**src/rtl/quadc_tx_source.sv**
```systemverilog
// Transmit-side quad-ADC sample source: a push FIFO feeds four 8-bit lanes with valid/sync framing.
// Optional build macro QUADC_TX_RAMP_EN adds a test_mode port that streams a counting ramp instead of FIFO data.
module quadc_tx_source #(
    parameter int FIFO_DEPTH_LOG2 = 4,
    parameter int SYNC_CNT_BITS   = 16
) (
    input  logic                     user_clk,
    input  logic                     reset,
    input  logic [31:0]              in_data,
    input  logic                     in_valid,
    output logic                     in_ready,
    input  logic                     enable,
    input  logic                     arm,
    input  logic [SYNC_CNT_BITS-1:0] sync_period,
`ifdef QUADC_TX_RAMP_EN
    input  logic                     test_mode,
`endif
    output logic [7:0]               adc0_data,
    output logic [7:0]               adc1_data,
    output logic [7:0]               adc2_data,
    output logic [7:0]               adc3_data,
    output logic                     valid,
    output logic                     sync,
    output logic                     armed,
    output logic [15:0]              underflow_count
);
    // state   | meaning
    // S_IDLE  | no sync reference yet, sync never asserted
    // S_ARMED | next emitted sample carries sync and restarts the sample counter
    // S_RUN   | periodic sync every sync_period samples (0 = none)
    typedef enum logic [1:0] {
        S_IDLE  = 2'd0,
        S_ARMED = 2'd1,
        S_RUN   = 2'd2
    } state_t;

    localparam int DEPTH = 1 << FIFO_DEPTH_LOG2;
    localparam logic [FIFO_DEPTH_LOG2:0]   COUNT_FULL = (FIFO_DEPTH_LOG2 + 1)'(DEPTH);
    localparam logic [SYNC_CNT_BITS-1:0]   CNT_ONE    = SYNC_CNT_BITS'(1);

    logic [31:0]                mem [DEPTH];
    logic [FIFO_DEPTH_LOG2-1:0] wr_ptr;
    logic [FIFO_DEPTH_LOG2-1:0] rd_ptr;
    logic [FIFO_DEPTH_LOG2:0]   count;
    logic                       full;
    logic                       empty;
    logic                       push;
    logic                       pop;
    logic                       tm;
    logic                       emit;
    logic                       period_hit;
    state_t                     state;
    logic [SYNC_CNT_BITS-1:0]   sample_cnt;
    logic [31:0]                rd_word;

`ifdef QUADC_TX_RAMP_EN
    logic [7:0] ramp;
    assign tm = test_mode;
`else
    assign tm = 1'b0;
`endif

    assign full     = (count == COUNT_FULL);
    assign empty    = (count == '0);
    assign in_ready = !full;
    assign push     = in_valid && !full;
    assign pop      = enable && !tm && !empty;
    assign emit     = pop || (enable && tm);
    assign rd_word  = mem[rd_ptr];

    // sync_period of zero disables periodic syncs rather than wrapping to all-ones
    assign period_hit = (sync_period != '0) && (sample_cnt == sync_period - CNT_ONE);

    always_ff @(posedge user_clk) begin
        if (push) begin
            mem[wr_ptr] <= in_data;
        end
    end

    always_ff @(posedge user_clk) begin
        if (reset) begin
            wr_ptr <= '0;
            rd_ptr <= '0;
            count  <= '0;
        end else begin
            if (push) begin
                wr_ptr <= wr_ptr + 1'b1;
            end
            if (pop) begin
                rd_ptr <= rd_ptr + 1'b1;
            end
            case ({push, pop})
                2'b10:   count <= count + 1'b1;
                2'b01:   count <= count - 1'b1;
                default: count <= count;
            endcase
        end
    end

    always_ff @(posedge user_clk) begin
        if (reset) begin
            state      <= S_IDLE;
            sample_cnt <= '0;
            valid      <= 1'b0;
            sync       <= 1'b0;
            armed      <= 1'b0;
        end else begin
            valid <= emit;
            sync  <= 1'b0;
            if (emit) begin
                case (state)
                    S_ARMED: begin
                        sync       <= 1'b1;
                        sample_cnt <= '0;
                        state      <= S_RUN;
                    end
                    S_RUN: begin
                        if (period_hit) begin
                            sync       <= 1'b1;
                            sample_cnt <= '0;
                        end else begin
                            sample_cnt <= sample_cnt + CNT_ONE;
                        end
                    end
                    default: begin
                        state <= S_IDLE;
                    end
                endcase
            end
            // a fresh arm wins over the ARMED->RUN step taken above
            if (arm) begin
                state <= S_ARMED;
            end
            armed <= arm || ((state == S_ARMED) && !emit);
        end
    end

    always_ff @(posedge user_clk) begin
        if (reset) begin
            adc0_data       <= '0;
            adc1_data       <= '0;
            adc2_data       <= '0;
            adc3_data       <= '0;
            underflow_count <= '0;
`ifdef QUADC_TX_RAMP_EN
            ramp            <= '0;
`endif
        end else begin
            if (pop) begin
                adc0_data <= rd_word[7:0];
                adc1_data <= rd_word[15:8];
                adc2_data <= rd_word[23:16];
                adc3_data <= rd_word[31:24];
            end
`ifdef QUADC_TX_RAMP_EN
            else if (enable && tm) begin
                adc0_data <= ramp;
                adc1_data <= ramp + 8'd1;
                adc2_data <= ramp + 8'd2;
                adc3_data <= ramp + 8'd3;
                ramp      <= ramp + 8'd1;
            end
`endif
            if (enable && !tm && empty && (underflow_count != 16'hFFFF)) begin
                underflow_count <= underflow_count + 16'd1;
            end
        end
    end
endmodule

```
**config.mk**
```make
export PLATFORM = sky130hd
export DESIGN_NAME = quadc_tx_source
export DESIGN_NICKNAME = d
export VERILOG_FILES = /design/src/rtl/quadc_tx_source.sv
export SDC_FILE = /design/constraint.sdc
export NUM_CORES = 1
export LEC_CHECK = 0
export ABC_AREA = 1
export BUFFER_PORTS_ARGS = -buffer_cell sky130_fd_sc_hd__buf_2
export CAP_MARGIN = 5
export CELL_PAD_IN_SITES_DETAIL_PLACEMENT = 1
export CELL_PAD_IN_SITES_GLOBAL_PLACEMENT = 2
export CORE_UTILIZATION = 45
export DETAILED_ROUTE_END_ITERATION = 12
export MAX_ROUTING_LAYER = met4
export PLACE_DENSITY_LB_ADDON = 0.3
export SLEW_MARGIN = 10
export SYNTH_ARGS = -nofsm -noshare
export SYNTH_HDL_FRONTEND = slang
export SYNTH_SLANG_ARGS = --single-unit
```
**constraint.sdc**
```tcl
create_clock -name user_clk -period 4.95 [get_ports user_clk]
set_input_delay 0.495 -clock user_clk [delete_from_list [all_inputs] [get_ports user_clk]]
set_output_delay 0.495 -clock user_clk [all_outputs]
set_load 0.005 [all_outputs]
```
== Word-level counts from Yosys, hierarchy flattened ==
Memory sizes are Yosys's and may differ from the RTL's. A register that Yosys moved wholly into a read port is not among the register bits.
Cells that the tools add are included.
Word-level totals
  flip-flop bits (word level): 50
  bits in latches: 0
  RAM bits: 512
  memory bits (read-only): 0
  bits of input ports: 53
  output and inout port bits: 52
  logic and storage cells: 58
  memories kept: 1
Memories
  mem: words 16, width 32, read ports 1, clocked after memory_dff 1, wr ports 1, RTL line 41  | logic [31:0] mem [DEPTH];
Operators by class
  add/sub/neg operators: 7
  multiply operators: 0
  div/mod/pow operators: 0
  $lt $le $gt $ge: 0
  equality and inequality tests: 8
  shift-type cells: 0
  muxes and demuxes: 10
  bitwise gates (word level): 2
  reduce and logical (&&, ||, !) cells: 20
Operators with widths (number)
  adder 16 x 1 -> 16 bit, second input constant: 2
  one-hot mux 16 bit (2 select lines): 1
  == test 16 bit: 1
  2-to-1 mux 16 bit: 1
  inequality test 16 bit, second input constant: 1
  nonzero test 16 bit: 1
  subtractor 16 x 1 -> 16 bit, second input constant: 1
  one-hot mux 5 bit (2 select lines): 1
  adder 4 x 1 -> 4 bit, second input constant: 2
  logical AND 1 bit: 6
  AND reduction 2 bit: 3
  nonzero test 2 bit: 3
  adder 5 x 1 -> 5 bit, second input constant: 1
  == test 5 bit, second input constant: 1
  zero test 5 bit: 1
  2-to-1 mux 1 bit: 5
  subtractor 5 x 1 -> 5 bit, second input constant: 1
  == test 2 x 1 -> 1 bit, second input constant: 2
  == test 2 bit, second input constant: 2
  one-hot mux 2 bit (2 select lines): 1
  OR reduction 2 bit: 2
  zero test 1 bit: 3
  inequality test 2 bit, second input constant: 1
  inverter 1 bit: 2
  2 further kinds: 2

== Logic depth before layout (Yosys ltp) ==
  word-level depth: 6
  gate-level depth with buffers: 15

== Worst setup path after synthesis ==
OpenSTA, ideal clock, no wires.
  path kind: register -> register
  start: register count[1]
  end: memory mem[11][0] (enable)
  setup time: 421 ps
  data arrival time: 2222 ps
  path slack: 2307 ps
  cell stages (with the launch flop): 7
  clock period less this slack: 2643 ps
  path through: dfxtp_1 -> nor4_2 -> nand2_1 -> nand2_1 -> inv_1 -> nand2_1 -> nor2_1
On the way
  word-level cells in the longest chain between the ends: 5
RTL lines
  start: declaration: RTL line 44  | logic [FIFO_DEPTH_LOG2:0] count;
  start signal: assignment: RTL line 93  | 2'b10: count <= count + 1'b1;
  start signal: assignment: RTL line 94  | 2'b01: count <= count - 1'b1;
  start signal: assignment: RTL line 95  | default: count <= count;
  == test 5 bit: RTL line 63  | assign full = (count == COUNT_FULL);
  zero test 1 bit
  net in_ready: RTL line 11  | output logic in_ready,
  logical AND 1 bit: RTL line 66  | assign push = in_valid && !full;
  2-to-1 mux 1 bit: RTL line 75  | if (push) begin
  2-to-1 mux 1 bit (not written as such): RTL line 76  | mem[wr_ptr] <= in_data;
  end: declaration: RTL line 41
The timed path passes the listed nets, and every way through them passes these cells.

== Worst setup path in the final report ==
  start: register count[1]
  end: memory mem[1][5] (enable)
On the way
  word-level cells in the longest chain between the ends: 5
RTL lines (RTL line)
  == test 5 bit: 63
  zero test 1 bit: 66
  logical AND 1 bit: 66
  2-to-1 mux 1 bit: 75
  2-to-1 mux 1 bit (not written as such): 76
No other way between the ends.

==> impl_metrics.py <==
metrics = {
    "status": {
        "status": "finished clean",
    },
    "worst_setup_path": {
        "crit_buf_inv": 2,
        "path_common_cell": "nand2_1",
        "reg2reg_depth": 7,
        "required_ns": 5.22,
        "worst_path_largest_cell_delay_ns": 0.82,
        "end_kind": "flop",
        "cpMaxStageDelayCell": "nor2_4",
        "worstSetupPathType": "flop to flop",
        "worstPathCellList": "nor4_2 > nand2_1 > nand2_1 > inv_1 > nand2_1 > nor2_4 > buf_4",
        "crit_path_start_kind": "flop",
        "path_depth": 7,
        "cp_top_family": "simple AND/OR/NAND/NOR gates",
        "crit_fanout": 18,
        "crit_arrival_ns": 2.96,
    },
    "routing": {
        "ant_nets": 0,
        "via_per_inst": 5.704,
        "drt_iter0_markers": 1399,
        "drt-total-wl_um": 71210,
        "route.detailed.drc": 0,
        "wl_per_cell_um": 23.92,
        "vias": 16980,
        "first_pass_iters": 5,
    },
    "sta": {
        "finalSetupViolations": 0,
        "slew_headroom_pct": 27.69,
        "max_freq_mhz": 371.4,
        "period_minus_slack_ns": 2.692,
        "clock_skew_ns": 0.02755,
        "fin_crit_sh_pct": 54.39,
        "rsz0062_at_grt": "false",
        "tns_ns": 0,
        "worstMarginPinSlew_ns": 1.085,
        "slew_violations": 0,
        "hold_viol": 0,
    },
    "global_routing": {
        "antenna_found_initial": 6,
        "grt_usage_pct": 26.63,
        "grt_overflow": 0,
        "grt_pass1_wl_um": 108200,
        "grt_max_degree": 172,
        "grt_pass1_vias": 18000,
    },
    "logic_synthesis": {
        "synthSimpleGateAreaFrac_pct": 13.22,
        "synth_compound_area_share_pct": 11.79,
        "synth_flop_cell": "edfxtp_1",
        "synth-xor-area-share_pct": 0.8570,
        "synth_nets": 2213,
        "synth_cells": 2145,
        "synth_edf_count": 512,
        "yosysSeqAreaShare_pct": 69.37,
        "synth_fa_ha_area_share_pct": 0.7958,
        "netlist_area_um2": 24530,
        "synth.distinct_cells": 44,
        "synth_mux_area_share_pct": 0,
        "ys_ff_latch": 594,
        "yosysWarnings": 0,
        "synth_area_per_cell_um2": 11.44,
        "synth_top_family_by_area": "simple AND/OR/NAND/NOR gates",
        "ys_async_sr_fraction_pct": 0,
    },
    "min_path": {
        "worst_hold_path.num_cells": 3,
        "min_path_type": "input pin to flop",
    },
    "clock_tree": {
        "clock_latency_ns": 0.60,
        "cts_made_buffers": 66,
        "cts-hold-fix-buffers": 0,
        "cts_setup_buffers": 0,
        "cts_tree": "built",
        "cts_max_level": 3,
        "clkTransAtPathRegs_ns": 0.06,
        "cts.sinks": 594,
        "cts_buffer_depth": 3,
        "cts-root-buf": "clkbuf_16",
        "cts_resized": 0,
    },
    "final_layout": {
        "post_route_cells_drive_above_1_share_pct": 12.87,
        "post-route-util_pct": 51.77,
        "nets": 2293,
        "syn_to_final_growth_pct": 13.58,
        "nFillCells": 5579,
    },
    "placed_design": {
        "io_buffers": 104,
        "routabilityCongestion": 0.7914,
        "post-dp-hpwl_um": 40630,
    },
    "floorplanning": {
        "io-pin-count": 105,
        "start_util_pct": 45.58,
        "core_area_um2": 53810,
        "fp.dieArea_um2": 55450,
        "die_x_um": 235.5,
        "die_h_um": 235.5,
        "rows": 85,
    },
    "power": {
        "pwr-share-seq_pct": 43.6,
        "power.density_nw_per_um2": 480.7,
        "netSwitchingFraction_pct": 30.41,
        "power_report.internal_total_uw": 9320,
        "p_sw_uw": 4072,
        "pwr-share-comb_pct": 20.7,
        "clkPwrFrac_pct": 35.8,
        "p_leak_uw": 0.009813,
        "ir_worst_vdd_uv": 344.8,
    },
    "run": {
        "cap_violations": 0,
    },
}
## metrics by stage
step | worst slack [ns] | hold slack, ns | power, uW | cells | instance area [um2]
after global routing | 2.028 | 0.2025 | 13970 | 2977 | 27860
after CTS | 2.193 | 0.1797 | 13490 | 2972 | 27850
after floorplan | 2.307 | 0.4432 | 7721 | 2145 | 24530
after global placement | 2.238 | 0.4664 | 8574 | 2853 | 25750
after detailed placement | 2.186 | 0.4831 | 8696 | 2853 | 25750
final | 2.258 | 0.2050 | 13390 | 2977 | 27860
## layout by cell type, fill, tap and decap left out, drive strengths merged, types with 4 or more instances in the layout
cell    netlist  final
o221ai       32     32
dfxtp        82     82
clkinv        0     19
nand2       199    199
clkbuf       62     93
ha           14     14
a21oi        44     44
nand3        70     70
edfxtp      512    512
o211ai       97     97
buf          61    135
nand3b        4      4
o21ai       281    281
inv         107    108
xnor2         6      6
bufinv        0      4
diode         0      5
nor3          6      6
nor2        494    494
xor2         18     18
a31oi        37     37
nand4         6      6
## cell families (layout without fill, tap and decap cells)
group	after synthesis	count (layout)
flops	594	594
fa+ha+maj	15	15
compound gates	494	494
other cells	0	5
buf+inv	230	361
xor+xnor	24	24
simple gates	788	788
## cell usage after synthesis, types with 3 or more instances
| library cell | number | area [um2] |
|---|---|---|
| inv_1 | 97 | 364.1 |
| dfxtp_1 | 82 | 1642 |
| xnor2_1 | 6 | 52.55 |
| buf_2 | 39 | 195.2 |
| o21ai_1 | 26 | 130.1 |
| nand2_1 | 195 | 732.0 |
| nand3_1 | 65 | 325.3 |
| a21oi_1 | 43 | 215.2 |
| edfxtp_1 | 512 | 15370 |
| nor3_1 | 5 | 25.02 |
| clkbuf_1 | 62 | 232.7 |
| inv_2 | 9 | 33.78 |
| nand3_2 | 4 | 40.04 |
| xor2_1 | 18 | 157.7 |
| nor2_2 | 10 | 62.56 |
| nor2_4 | 6 | 67.56 |
| nand3b_1 | 4 | 30.03 |
| buf_6 | 3 | 33.78 |
| buf_4 | 9 | 67.56 |
| o21ai_0 | 255 | 1276 |
| o211ai_1 | 97 | 728.2 |
| nand2_2 | 3 | 18.77 |
| o221ai_1 | 32 | 280.3 |
| nor2_1 | 478 | 1794 |
| a31oi_1 | 37 | 231.5 |
| nand4_1 | 5 | 31.28 |
| buf_1 | 10 | 37.54 |
| ha_1 | 14 | 175.2 |
| or2_2 | 3 | 18.77 |
## worst reg2reg max path: cells and delay by family (launching register included)
kind | cells | cell delay [ns]
AND/OR/NAND/NOR | 5 | 1.38
flip-flops | 1 | 0.40
buffers and inverters | 2 | 0.60
## sequential cells by signal, summed over array words and instances (netlist names)
| name | count |
|---|---|
| adc3_data | 8 |
| state | 2 |
| adc2_data | 8 |
| underflow_count | 16 |
| wr_ptr | 4 |
| sample_cnt | 16 |
| valid | 1 |
| adc1_data | 8 |
| armed | 1 |
| adc0_data | 8 |
| sync | 1 |
| count | 5 |
| rd_ptr | 4 |
| mem | 512 |
## layer usage
metal	global-route usage, %	up-vias	routed length [um]
met2	44.08	441	35300
met3	4.139	116	3633
met4	8.932	0	1674
li1	-	7795	-
met5	-	-	0
met1	33.48	8630	30610
## path summary, 6_finish.rpt
check	end	startpoint	slack [ns]
max	mem[1][5]	count[1]	2.26
min	state[0]	arm	0.21
max reg2reg	mem[1][5]	count[1]	2.26
min reg2reg	state[1]	state[1]	0.49
## layout make-up
cell class                 instances  area (um2)  share of cell area [%]
antenna                            5       12.51                 0.04491
timing repair buffer             135       778.2                   2.793
clock inverter                    26       242.7                  0.8713
tap                              696       870.8                   3.126
sequential                       594       17020                   61.11
inverter                         107       414.1                   1.487
clock buffer                      93        1856                   6.660
multi-input combinational       1321        6661                   23.91
## power by group through the flow
stage	Combinational [uW]	Sequential, uW	Clock, uW
2_1_floorplan	1850	5880	0
4_1_cts	2790	5830	4870
3_3_place_gp	2650	5930	0
6_report	2770	5830	4790
3_5_place_dp	2760	5940	0
5_1_grt	3080	5850	5040
(Power assumes the default switching activity.)
